## config.mk

```make
export PLATFORM = sky130hd
export DESIGN_NAME = clock_ctrl_flat
export DESIGN_NICKNAME = d
export VERILOG_FILES = /design/src/rtl/clock_ctrl_pkg.sv /design/src/rtl/clock_ctrl_if.sv /design/src/rtl/clock_ctrl_key_repeat.sv /design/src/rtl/clock_ctrl.sv /design/src/flat_wrapper.sv
export SDC_FILE = /design/constraint.sdc
export NUM_CORES = 1
export LEC_CHECK = 0
export ABC_AREA = 0
export CAP_MARGIN = 20
export CORE_MARGIN = 5
export CORE_UTILIZATION = 52
export DETAILED_ROUTE_END_ITERATION = 10
export PLACE_DENSITY = 0.75
export SKIP_LAST_GASP = 1
export SLEW_MARGIN = 20
export SYNTH_ARGS = -nofsm -noshare
export SYNTH_HDL_FRONTEND = slang
export SYNTH_SLANG_ARGS = --single-unit
```

## constraint.sdc

```tcl
create_clock -name clk -period 2.4 [get_ports clk]
set_input_delay 0.48 -clock clk [delete_from_list [all_inputs] [get_ports clk]]
set_output_delay 0.48 -clock clk [all_outputs]
set_load 0.02 [all_outputs]
```

## src/rtl/clock_ctrl_pkg.sv

```systemverilog
// Shared mode encodings and digit blank masks for the clock controller.
// The display formatter imports the same mask constants so digit order stays consistent.
package clock_ctrl_pkg;

    typedef enum logic [1:0] {
        MODE_RUN     = 2'd0,
        MODE_SET_HR  = 2'd1,
        MODE_SET_MIN = 2'd2
    } mode_t;

    // Digit order {h1,h0,m1,m0,s1,s0}; a set bit blanks that digit.
    localparam logic [5:0] MASK_NONE = 6'b000000;
    localparam logic [5:0] MASK_HOUR = 6'b110000;
    localparam logic [5:0] MASK_MIN  = 6'b001100;

    // Blank the field being edited during the off half of the blink period.
    function automatic logic [5:0] blank_for(input mode_t mode, input logic blink_on);
        logic [5:0] mask;
        mask = MASK_NONE;
        if (!blink_on) begin
            case (mode)
                MODE_SET_HR:  mask = MASK_HOUR;
                MODE_SET_MIN: mask = MASK_MIN;
                default:      mask = MASK_NONE;
            endcase
        end
        return mask;
    endfunction

endpackage

```

## src/rtl/clock_ctrl_if.sv

```systemverilog
// Key levels in, time-counter strobes and display mode/blank mask out.
// The slave modport is the controller; the master side is the key scanner plus counter/display.
// All signals are synchronous to the controller clock.
interface clock_ctrl_if;
    import clock_ctrl_pkg::*;

    logic       key_mode;
    logic       key_up;
    logic       key_clr;
    logic       count_en;
    logic       inc_hour;
    logic       inc_min;
    logic       clr_sec;
    mode_t      mode;
    logic [5:0] blank_mask;

    modport master (
        output key_mode, key_up, key_clr,
        input  count_en, inc_hour, inc_min, clr_sec, mode, blank_mask
    );

    modport slave (
        input  key_mode, key_up, key_clr,
        output count_en, inc_hour, inc_min, clr_sec, mode, blank_mask
    );

endinterface

```

## src/rtl/clock_ctrl_key_repeat.sv

```systemverilog
// Purpose: rising-edge detect on a key level plus hold-to-repeat pulse generation.
// Latency: fire is combinational from the sampled key; the caller registers it.
// Backpressure: none; the key is sampled every cycle and pulses cannot be stalled.
module clock_ctrl_key_repeat #(
    parameter int REPEAT_DLY = 25_000_000,
    parameter int REPEAT_PER = 5_000_000
) (
    input  logic clk,
    input  logic rst,
    input  logic key,
    input  logic en,
    input  logic cancel,
    output logic fire
);
    localparam int CW = $clog2(REPEAT_DLY + 1);
    localparam logic [CW-1:0] CNT_HIT    = CW'(REPEAT_DLY);
    // After each repeat pulse the counter restarts so it reaches CNT_HIT
    // again REPEAT_PER cycles later; assumes REPEAT_PER <= REPEAT_DLY.
    localparam logic [CW-1:0] CNT_RELOAD = CW'(REPEAT_DLY - REPEAT_PER + 1);

    logic          key_prev;
    logic          hist_vld;
    logic          active;
    logic [CW-1:0] cnt;
    logic          press;
    logic          hit;

    // hist_vld keeps a key held through reset release from looking like a press.
    assign press = hist_vld && key && !key_prev;
    assign hit   = active && key && (cnt == CNT_HIT);
    assign fire  = en && !cancel && (press || hit);

    // Key history and hold counter; release, cancel or disable drops the repeat.
    always_ff @(posedge clk or posedge rst) begin
        if (rst) begin
            key_prev <= 1'b0;
            hist_vld <= 1'b0;
            active   <= 1'b0;
            cnt      <= '0;
        end else begin
            key_prev <= key;
            hist_vld <= 1'b1;
            if (!key || cancel || !en) begin
                active <= 1'b0;
                cnt    <= '0;
            end else if (press) begin
                active <= 1'b1;
                cnt    <= CW'(1);
            end else if (hit) begin
                cnt    <= CNT_RELOAD;
            end else if (active) begin
                cnt    <= cnt + 1'b1;
            end
        end
    end

endmodule

```

## src/rtl/clock_ctrl.sv

```systemverilog
// Purpose: 1 Hz tick, RUN/SET_HR/SET_MIN mode FSM, field strobes and blink mask for HH:MM:SS.
// Latency: every output is registered, one cycle after the edge that samples the key/prescaler.
// Backpressure: none; key levels sampled every cycle, strobes are single-cycle and unstallable.
module clock_ctrl
    import clock_ctrl_pkg::*;
#(
    parameter int TICK_DIV   = 50_000_000,
    parameter int REPEAT_DLY = 25_000_000,
    parameter int REPEAT_PER = 5_000_000
) (
    input  logic        clk,
    input  logic        rst,
    clock_ctrl_if.slave bus
);
    localparam int PW = $clog2(TICK_DIV);
    localparam logic [PW-1:0] PRESC_LAST = PW'(TICK_DIV - 1);
    localparam logic [PW-1:0] PRESC_HALF = PW'(TICK_DIV / 2);

    mode_t         mode_q;
    mode_t         mode_d;
    logic [PW-1:0] presc_q;
    logic [PW-1:0] presc_d;
    logic          hist_vld;
    logic          mode_prev;
    logic          clr_prev;
    logic          press_mode;
    logic          press_clr;
    logic          leave_set;
    logic          mode_chg;
    logic          up_en;
    logic          up_fire;
    logic          wrap;
    logic          count_en_q, count_en_d;
    logic          inc_hour_q, inc_hour_d;
    logic          inc_min_q,  inc_min_d;
    logic          clr_sec_q,  clr_sec_d;
    logic [5:0]    blank_q,    blank_d;

    assign press_mode = hist_vld && bus.key_mode && !mode_prev;
    assign press_clr  = hist_vld && bus.key_clr  && !clr_prev;
    assign wrap       = (presc_q == PRESC_LAST);
    assign up_en      = (mode_q == MODE_SET_HR) || (mode_q == MODE_SET_MIN);
    // Any mode change, including recovery from the unused encoding, kills a held repeat.
    assign mode_chg   = (mode_d != mode_q);

    clock_ctrl_key_repeat #(
        .REPEAT_DLY (REPEAT_DLY),
        .REPEAT_PER (REPEAT_PER)
    ) u_key_repeat (
        .clk    (clk),
        .rst    (rst),
        .key    (bus.key_up),
        .en     (up_en),
        .cancel (mode_chg),
        .fire   (up_fire)
    );

    // Key history for the plain edge detectors, armed one edge after reset.
    always_ff @(posedge clk or posedge rst) begin
        if (rst) begin
            hist_vld  <= 1'b0;
            mode_prev <= 1'b0;
            clr_prev  <= 1'b0;
        end else begin
            hist_vld  <= 1'b1;
            mode_prev <= bus.key_mode;
            clr_prev  <= bus.key_clr;
        end
    end

    // Mode state register.
    always_ff @(posedge clk or posedge rst) begin
        if (rst) begin
            mode_q <= MODE_RUN;
        end else begin
            mode_q <= mode_d;
        end
    end

    // Mode sequencing on key_mode presses; leaving SET_MIN restarts the seconds.
    always_comb begin
        mode_d    = mode_q;
        leave_set = 1'b0;
        case (mode_q)
            MODE_RUN:     if (press_mode) mode_d = MODE_SET_HR;
            MODE_SET_HR:  if (press_mode) mode_d = MODE_SET_MIN;
            MODE_SET_MIN: if (press_mode) begin
                mode_d    = MODE_RUN;
                leave_set = 1'b1;
            end
            default:      mode_d = MODE_RUN;
        endcase
    end

    // Next prescaler and strobe values; a seconds clear realigns the prescaler
    // and takes priority over a coincident tick. The blank mask is derived from
    // the next mode/prescaler so it lines up with the registered prescaler.
    always_comb begin
        presc_d    = wrap ? '0 : presc_q + 1'b1;
        count_en_d = wrap && (mode_q == MODE_RUN) && !press_clr;
        clr_sec_d  = press_clr || leave_set;
        inc_hour_d = up_fire && (mode_q == MODE_SET_HR);
        inc_min_d  = up_fire && (mode_q == MODE_SET_MIN);
        if (clr_sec_d) begin
            presc_d = '0;
        end
        blank_d    = blank_for(mode_d, presc_d < PRESC_HALF);
    end

    // Prescaler and output registers.
    always_ff @(posedge clk or posedge rst) begin
        if (rst) begin
            presc_q    <= '0;
            count_en_q <= 1'b0;
            inc_hour_q <= 1'b0;
            inc_min_q  <= 1'b0;
            clr_sec_q  <= 1'b0;
            blank_q    <= MASK_NONE;
        end else begin
            presc_q    <= presc_d;
            count_en_q <= count_en_d;
            inc_hour_q <= inc_hour_d;
            inc_min_q  <= inc_min_d;
            clr_sec_q  <= clr_sec_d;
            blank_q    <= blank_d;
        end
    end

    assign bus.count_en   = count_en_q;
    assign bus.inc_hour   = inc_hour_q;
    assign bus.inc_min    = inc_min_q;
    assign bus.clr_sec    = clr_sec_q;
    assign bus.mode       = mode_q;
    assign bus.blank_mask = blank_q;

endmodule

```

## src/flat_wrapper.sv

```systemverilog
// flat-port wrapper written by rule: the top's interface ports become plain ports
module clock_ctrl_flat import clock_ctrl_pkg::*;
#(
    parameter int TICK_DIV   = 50_000_000,
    parameter int REPEAT_DLY = 25_000_000,
    parameter int REPEAT_PER = 5_000_000
)
  (clk, rst, bus_key_mode, bus_key_up, bus_key_clr, bus_count_en, bus_inc_hour, bus_inc_min, bus_clr_sec, bus_mode, bus_blank_mask);
  clock_ctrl_if bus_i ();
  input  logic clk;
  input  logic rst;
  input wire logic [$bits(bus_i.key_mode)-1:0] bus_key_mode;
  input wire logic [$bits(bus_i.key_up)-1:0] bus_key_up;
  input wire logic [$bits(bus_i.key_clr)-1:0] bus_key_clr;
  output wire logic [$bits(bus_i.count_en)-1:0] bus_count_en;
  output wire logic [$bits(bus_i.inc_hour)-1:0] bus_inc_hour;
  output wire logic [$bits(bus_i.inc_min)-1:0] bus_inc_min;
  output wire logic [$bits(bus_i.clr_sec)-1:0] bus_clr_sec;
  output wire logic [$bits(bus_i.mode)-1:0] bus_mode;
  output wire logic [$bits(bus_i.blank_mask)-1:0] bus_blank_mask;
  assign bus_i.key_mode = bus_key_mode;
  assign bus_i.key_up = bus_key_up;
  assign bus_i.key_clr = bus_key_clr;
  assign bus_count_en = bus_i.count_en;
  assign bus_inc_hour = bus_i.inc_hour;
  assign bus_inc_min = bus_i.inc_min;
  assign bus_clr_sec = bus_i.clr_sec;
  assign bus_mode = bus_i.mode;
  assign bus_blank_mask = bus_i.blank_mask;
  clock_ctrl #(.TICK_DIV(TICK_DIV), .REPEAT_DLY(REPEAT_DLY), .REPEAT_PER(REPEAT_PER)) u_core (.clk(clk), .rst(rst), .bus(bus_i));
endmodule
```

* After elaboration in Yosys (flattened, before gate mapping) *
Index checks and enable logic that the tools add are counted.
Widths: inputs -> output; s select.

storage, ports and cells
  register bits after elaboration = 68
  output and inout port bits = 12
  word-level logic and storage cells = 68

cells by class
  add/subtract/negate cells = 2
  muxes and demuxes = 16
  reductions and logical operators = 29
  equality and inequality tests = 7
  order comparisons = 1

operators with widths
  kind                   number
  $mux 25                4
  $mux 26                2
  $add 26x1->26 const B  1
  $eq 26x26->1 const B   1
  $lt 26x25->1 const B   1
  $add 25x1->25 const B  1
  $eq 25x25->1 const B   1
  $logic_and 1x1->1      14
  $pmux 6 s2             1
  $logic_not 1->1        7
  $mux 2                 3
  $mux 6                 1
  $pmux 2 s3             1
  $logic_or 1x1->1       5
  $eq 2x1->1 const B     2
  $eq 2x2->1 const B     2
  $mux 1                 4
  $reduce_bool 4->1      1
  $logic_not 2->1        1
  $ne 2x2->1             1
  $reduce_bool 2->1      1

* Depth between registers and ports, before layout *
  depth after elaboration = 9
  mapped depth = 11
  gate-level depth less buffers = 9

* Modules after synthesis *
Synthesis repeated with hierarchy kept, for this count alone.

second synthesis, totals
  cells, all modules = 369
  area, all modules = 3560.9 um^2

modules (own cells, without submodules)
  module                 seq. area each (um^2)  cells each  area an instance (um^2)  times used
  clock_ctrl             925.9                  207         2034.5                   1
  clock_ctrl_key_repeat  700.7                  162         1526.5                   1

* Worst setup path after synthesis *
OpenSTA, ideal clock, no wires.

  path type = reg-to-reg
  start = register u_core.mode_q[1] (netlist: u_core.bus.mode[1])
  end = register u_core.u_key_repeat.cnt[11]
  stages on the path, launching flop included = 10
  path buffers = 2
  library setup time = 110 ps
  setup slack = -4 ps
  clock period less this slack = 2404 ps
  arrival time = 2293 ps
  cell sequence = dfrtp_1 inv_1 ha_1 nor3_1 o31ai_1 nand4_1 or3b_1 clkbuf_1 clkbuf_1 o41ai_1

on the way
  longest elaborated chain between the ends = 6
  elaborated cells between the ends (all ways) = 14
  classes of those cells = eq/ne: 3; mux: 5; reduce/logical: 6

RTL lines
  element                                                        RTL line                            text
  from (decl)                                                    clock_ctrl.sv:19                    mode_t mode_q;
  from (signal assigned)                                         clock_ctrl.sv:76                    mode_q <= mode_d;
  $eq 2x2->1, or another cell as far along                       clock_ctrl.sv:42, clock_ctrl.sv:84
  $pmux 2 s3                                                     clock_ctrl.sv:84                    case (mode_q)
  $ne 2x2->1                                                     clock_ctrl.sv:44                    assign mode_chg = (mode_d != mode_q);
  $logic_or 1x1->1                                               clock_ctrl_key_repeat.sv:43         if (!key || cancel || !en) begin
  $logic_or 1x1->1 (*)                                           clock_ctrl_key_repeat.sv:43
  $reduce_bool 4->1 (no line) / $mux 25 (equally long branches)  n/a
  to (signal assigned)                                           clock_ctrl_key_repeat.sv:52         cnt <= cnt + 1'b1;
  to (decl)                                                      clock_ctrl_key_repeat.sv:24         logic [CW-1:0] cnt;

Every way passes the cells marked *; elsewhere a longest branch is shown, timed or not.
A chain may end at the register's enable or synchronous reset.

* Final worst setup path *
Ends and elaborated chain as after synthesis.

==> results by group <==
Detailed routing
  – DRC: 0
  – Pre-antenna DRT Iters: 4
  – Vias post-DR: just over 3000
  – Final ANT Viol Nets: 0
  – Final WL: between 8000 and 9000 um
  – Starting DRT DRC Count: 143
  – Per-cell routed wire length: 15.9 um
  – Avg Vias per Cell: ~5.8

Timing
  – Achievable frequency: 435 MHz
  – Final Max Tran Viols: 0
  – Slew Limit Headroom: between 60% and 70%
  – WHS: 0.422 ns
  – Setup violators final: 0
  – Final Critical Period: approximately 2.3 ns
  – Worst Skew: just under 0.009 ns
  – Final Hold Viols: 0
  – Worst-Margin Slew: about 0.51 ns
  – Unrepaired setup endpoints after global routing: yes
  – Tcrit/Tclk final: a little over nine tenths

Synth
  – Top cells by area, synth: dfrtp_1, nor2_1, xor2_1
  – Seq/Total Area, Yosys: between 40 and 50%
  – Mean Syn Cell Area: about 9.3 um^2
  – Area leader, netlist: dfrtp_1
  – Mapped Cells: a little under 400
  – Synth cell types: 57
  – Post-Synthesis Cell Area: roughly 0.0036 mm^2
  – Top FF cell, synth: dfrtp_1
  – Post-synth EDFFs: 0
  – Synth warn: 0
  – Share of the synthesized area in the top cell type: 44.9%
  – FF+latch count, synth: 64
  – Post-synth ARST share: 100%

Critical path
  – Peak fanout along the critical path: 16
  – CP arrival: 2.55 ns
  – Critical path startpoint: u_core.bus.mode[1]
  – Setup Crit Path Kind: reg2reg
  – Reg-to-reg startpoint: u_core.bus.mode[1]
  – Critical Path RT: between 2 and 3 ns
  – CP startpoint kind: register
  – Crit. End Element: register

Power
  – Total power draw: roughly 0.0026 W
  – P_int: approximately 0.0018 W
  – Max VDD drop: a little over 300 uV
  – PwrDens: approximately 600 mW/mm^2
  – Sw frac: ~31%
  – Sw power: 0.000786 W
  – Clk pwr share: between 30% and 40%
  – Comb pwr share: 17.5%
  – Seq pwr share: 47.7%
  – Leak Pwr: ~1.8 nW

Clock tree
  – Worst-skew pair later-pin latency: between 0.3 and 0.4 ns
  – Post-cts hold buffer count: 0
  – H-tree depth: 3
  – Cts bufs inserted: 9
  – Longest Clk Path Bufs: 2
  – Clock transition at the registers of the reported paths: roughly 0.07 ns
  – CTS root buf: clkbuf_8
  – CTS Sinks: 64
  – CTS tree: built

Run
  – Max Cap Viol: 0

Die
  – Core area: 0.00672 mm^2
  – Ports: 17
  – Die ar.: approximately 0.0086 mm^2
  – Die H: 92.9 um
  – Die span in x: ~93 um
  – Initial core utilization: approximately 53%
  – FP Rows: 30

Final layout
  – # diodes: 0
  – Nets: between 400 and 500
  – Filler Cells Inserted: between 500 and 600
  – P&R area growth vs syn: 19.6%
  – Fraction of layout cells with a size suffix above 1: about 18%
  – Design area: 0.00427 mm^2

Global routing
  – Largest net degree at the start of global routing: 50
  – Initial antenna violation count: 0
  – Total GRT Usage: between 20% and 30%
  – Overflow left after global routing: 0
  – Number of global-route vias before repair: 2891
  – First-pass GRT wire length: 13700 um

Placement
  – Routability Congestion: roughly 0.86
  – PortBufs: 14
  – DP HPWL: between 5000 and 6000 um
  – DP Area: around 0.0040 mm^2

Min path
  – Worst min-delay path class: in2async

Outcome
  – Status: finished, final reports clean
-- path summary, 6_finish.rpt --
| path | endpoint | slack (ns) | cells past startpoint |
|---|---|---|---|
| max reg2reg | u_core.u_key_repeat.cnt[11] | 0.10 | 8 |
| min | u_core.presc_q[18] | 0.42 | 2 |
| min reg2reg | u_core.presc_q[0] | 0.49 | 1 |
| max | u_core.u_key_repeat.cnt[11] | 0.10 | 8 |
| max in group asynchronous | u_core.bus.mode[0] | 1.39 | 3 |
| min in group clk | u_core.presc_q[0] | 0.49 | 1 |
-- cell families (layout without fill, tap and decap cells) --
family,after synthesis,count (layout),share of synthesized area [%]
compound gates,62,62,11.0
xor+xnor,32,32,7.85
fa+ha+maj,7,7,2.45
buf+inv,32,84,4.07
flops,64,64,44.9
mux,3,3,0.841
other cells,2,3,0.210
simple gates,183,183,28.7
-- power by group through the flow --
stage / sequential (W) / combinational [W] / clock, W
3_3_place_gp: 0.00124 / 0.000411 / 0
6_report: 0.00122 / 0.000449 / 0.000893
4_1_cts: 0.00122 / 0.000432 / 0.000915
5_1_grt: 0.00124 / 0.000494 / 0.000965
3_5_place_dp: 0.00124 / 0.000432 / 0
2_1_floorplan: 0.00124 / 0.000256 / 0
-- registers in the layout (all words and copies together) (netlist names), 2 cells and up --
register,count
u_core.presc_q,26
u_core.u_key_repeat.cnt,25
u_core.bus.blank_mask,2
u_core.bus.mode,2
-- cell type report --
cell class / count / area (um^2) / share of cell area (%)
clock buffer: 12 / 165 / 3.87
clock inverter: 4 / 27.5 / 0.645
inverter: 18 / 67.6 / 1.58
multi-input combinational: 290 / 1880 / 44.0
sequential: 64 / 1610 / 37.6
tap: 80 / 100 / 2.34
timing repair buffer: 50 / 423 / 9.91
-- worst max-delay path, stage by stage, from the launching register on --
cell and delay, ns:
dfrtp_2 0.46, inv_1 0.10, ha_1 0.22, nor3_1 0.12, o31ai_2 0.25, nand4_1 0.18, or3b_1 0.37, buf_4 0.20
o41ai_2 0.30
-- routing by layer --
layer,track usage (%),vias up,wire (um),share of wire (%)
met5,0,-,0,0
met4,8.79,0,114,1.4
met3,4.71,10,365,4.4
met2,32.6,76,4170,51
met1,26.0,1474,3560,43
li1,-,1459,-,-
-- cell usage after synthesis (all sizes together), types with 5 or more instances --
| cell | count |
|---|---|
| nand4 | 15 |
| nor2 | 60 |
| or3 | 12 |
| ha | 7 |
| and2 | 5 |
| nand3 | 20 |
| nor3b | 5 |
| a21oi | 16 |
| nand2 | 15 |
| nor4 | 8 |
| o21ai | 22 |
| clkbuf | 5 |
| and3 | 7 |
| buf | 9 |
| xnor2 | 13 |
| inv | 18 |
| xor2 | 19 |
| nor3 | 10 |
| dfrtp | 64 |
-- per-stage QoR --
step                setup TNS (ns)  std cells  setup slack [ns]  utilization, %
floorplan                        0        386            0.0207               -
global placement           -0.0829        500           -0.0210            59.6
detailed placement          -0.394        500           -0.0712            59.6
CTS                              0        516            0.0213            62.6
global route               -0.0531        518           -0.0372            63.5
finish                           0        518             0.102            63.5
-- what timing repair did --
item                                    in CTS  in global routing
endpoints found under the setup margin       2                 11
setup buffers                                0                  2
pin swaps                                    0                  3
cloned                                       0                  0
gates resized for setup                      1                 11
-- placed cells by master (no fill, tap or decap), types with 4 or more instances in the layout --
cell,netlist,final
nand4_1,12,12
or3_1,10,10
nand3_1,20,20
clkbuf_8,0,12
nor3b_1,5,5
and2_1,5,5
xnor2_1,13,13
buf_4,4,35
nor4_1,6,5
nor2b_1,4,4
a21oi_1,16,16
xor2_1,19,19
a21o_1,4,4
clkdlybuf4s50_1,0,14
dfrtp_1,64,60
nand2b_1,4,4
ha_1,7,6
o21ai_0,9,9
nor3_1,9,9
nand2_1,15,15
o21ai_1,13,13
and4_1,4,4
and3_1,6,6
inv_1,18,17
a31oi_1,4,4
nor2_1,60,59
dfrtp_2,0,4
(Power assumes the default switching activity.)
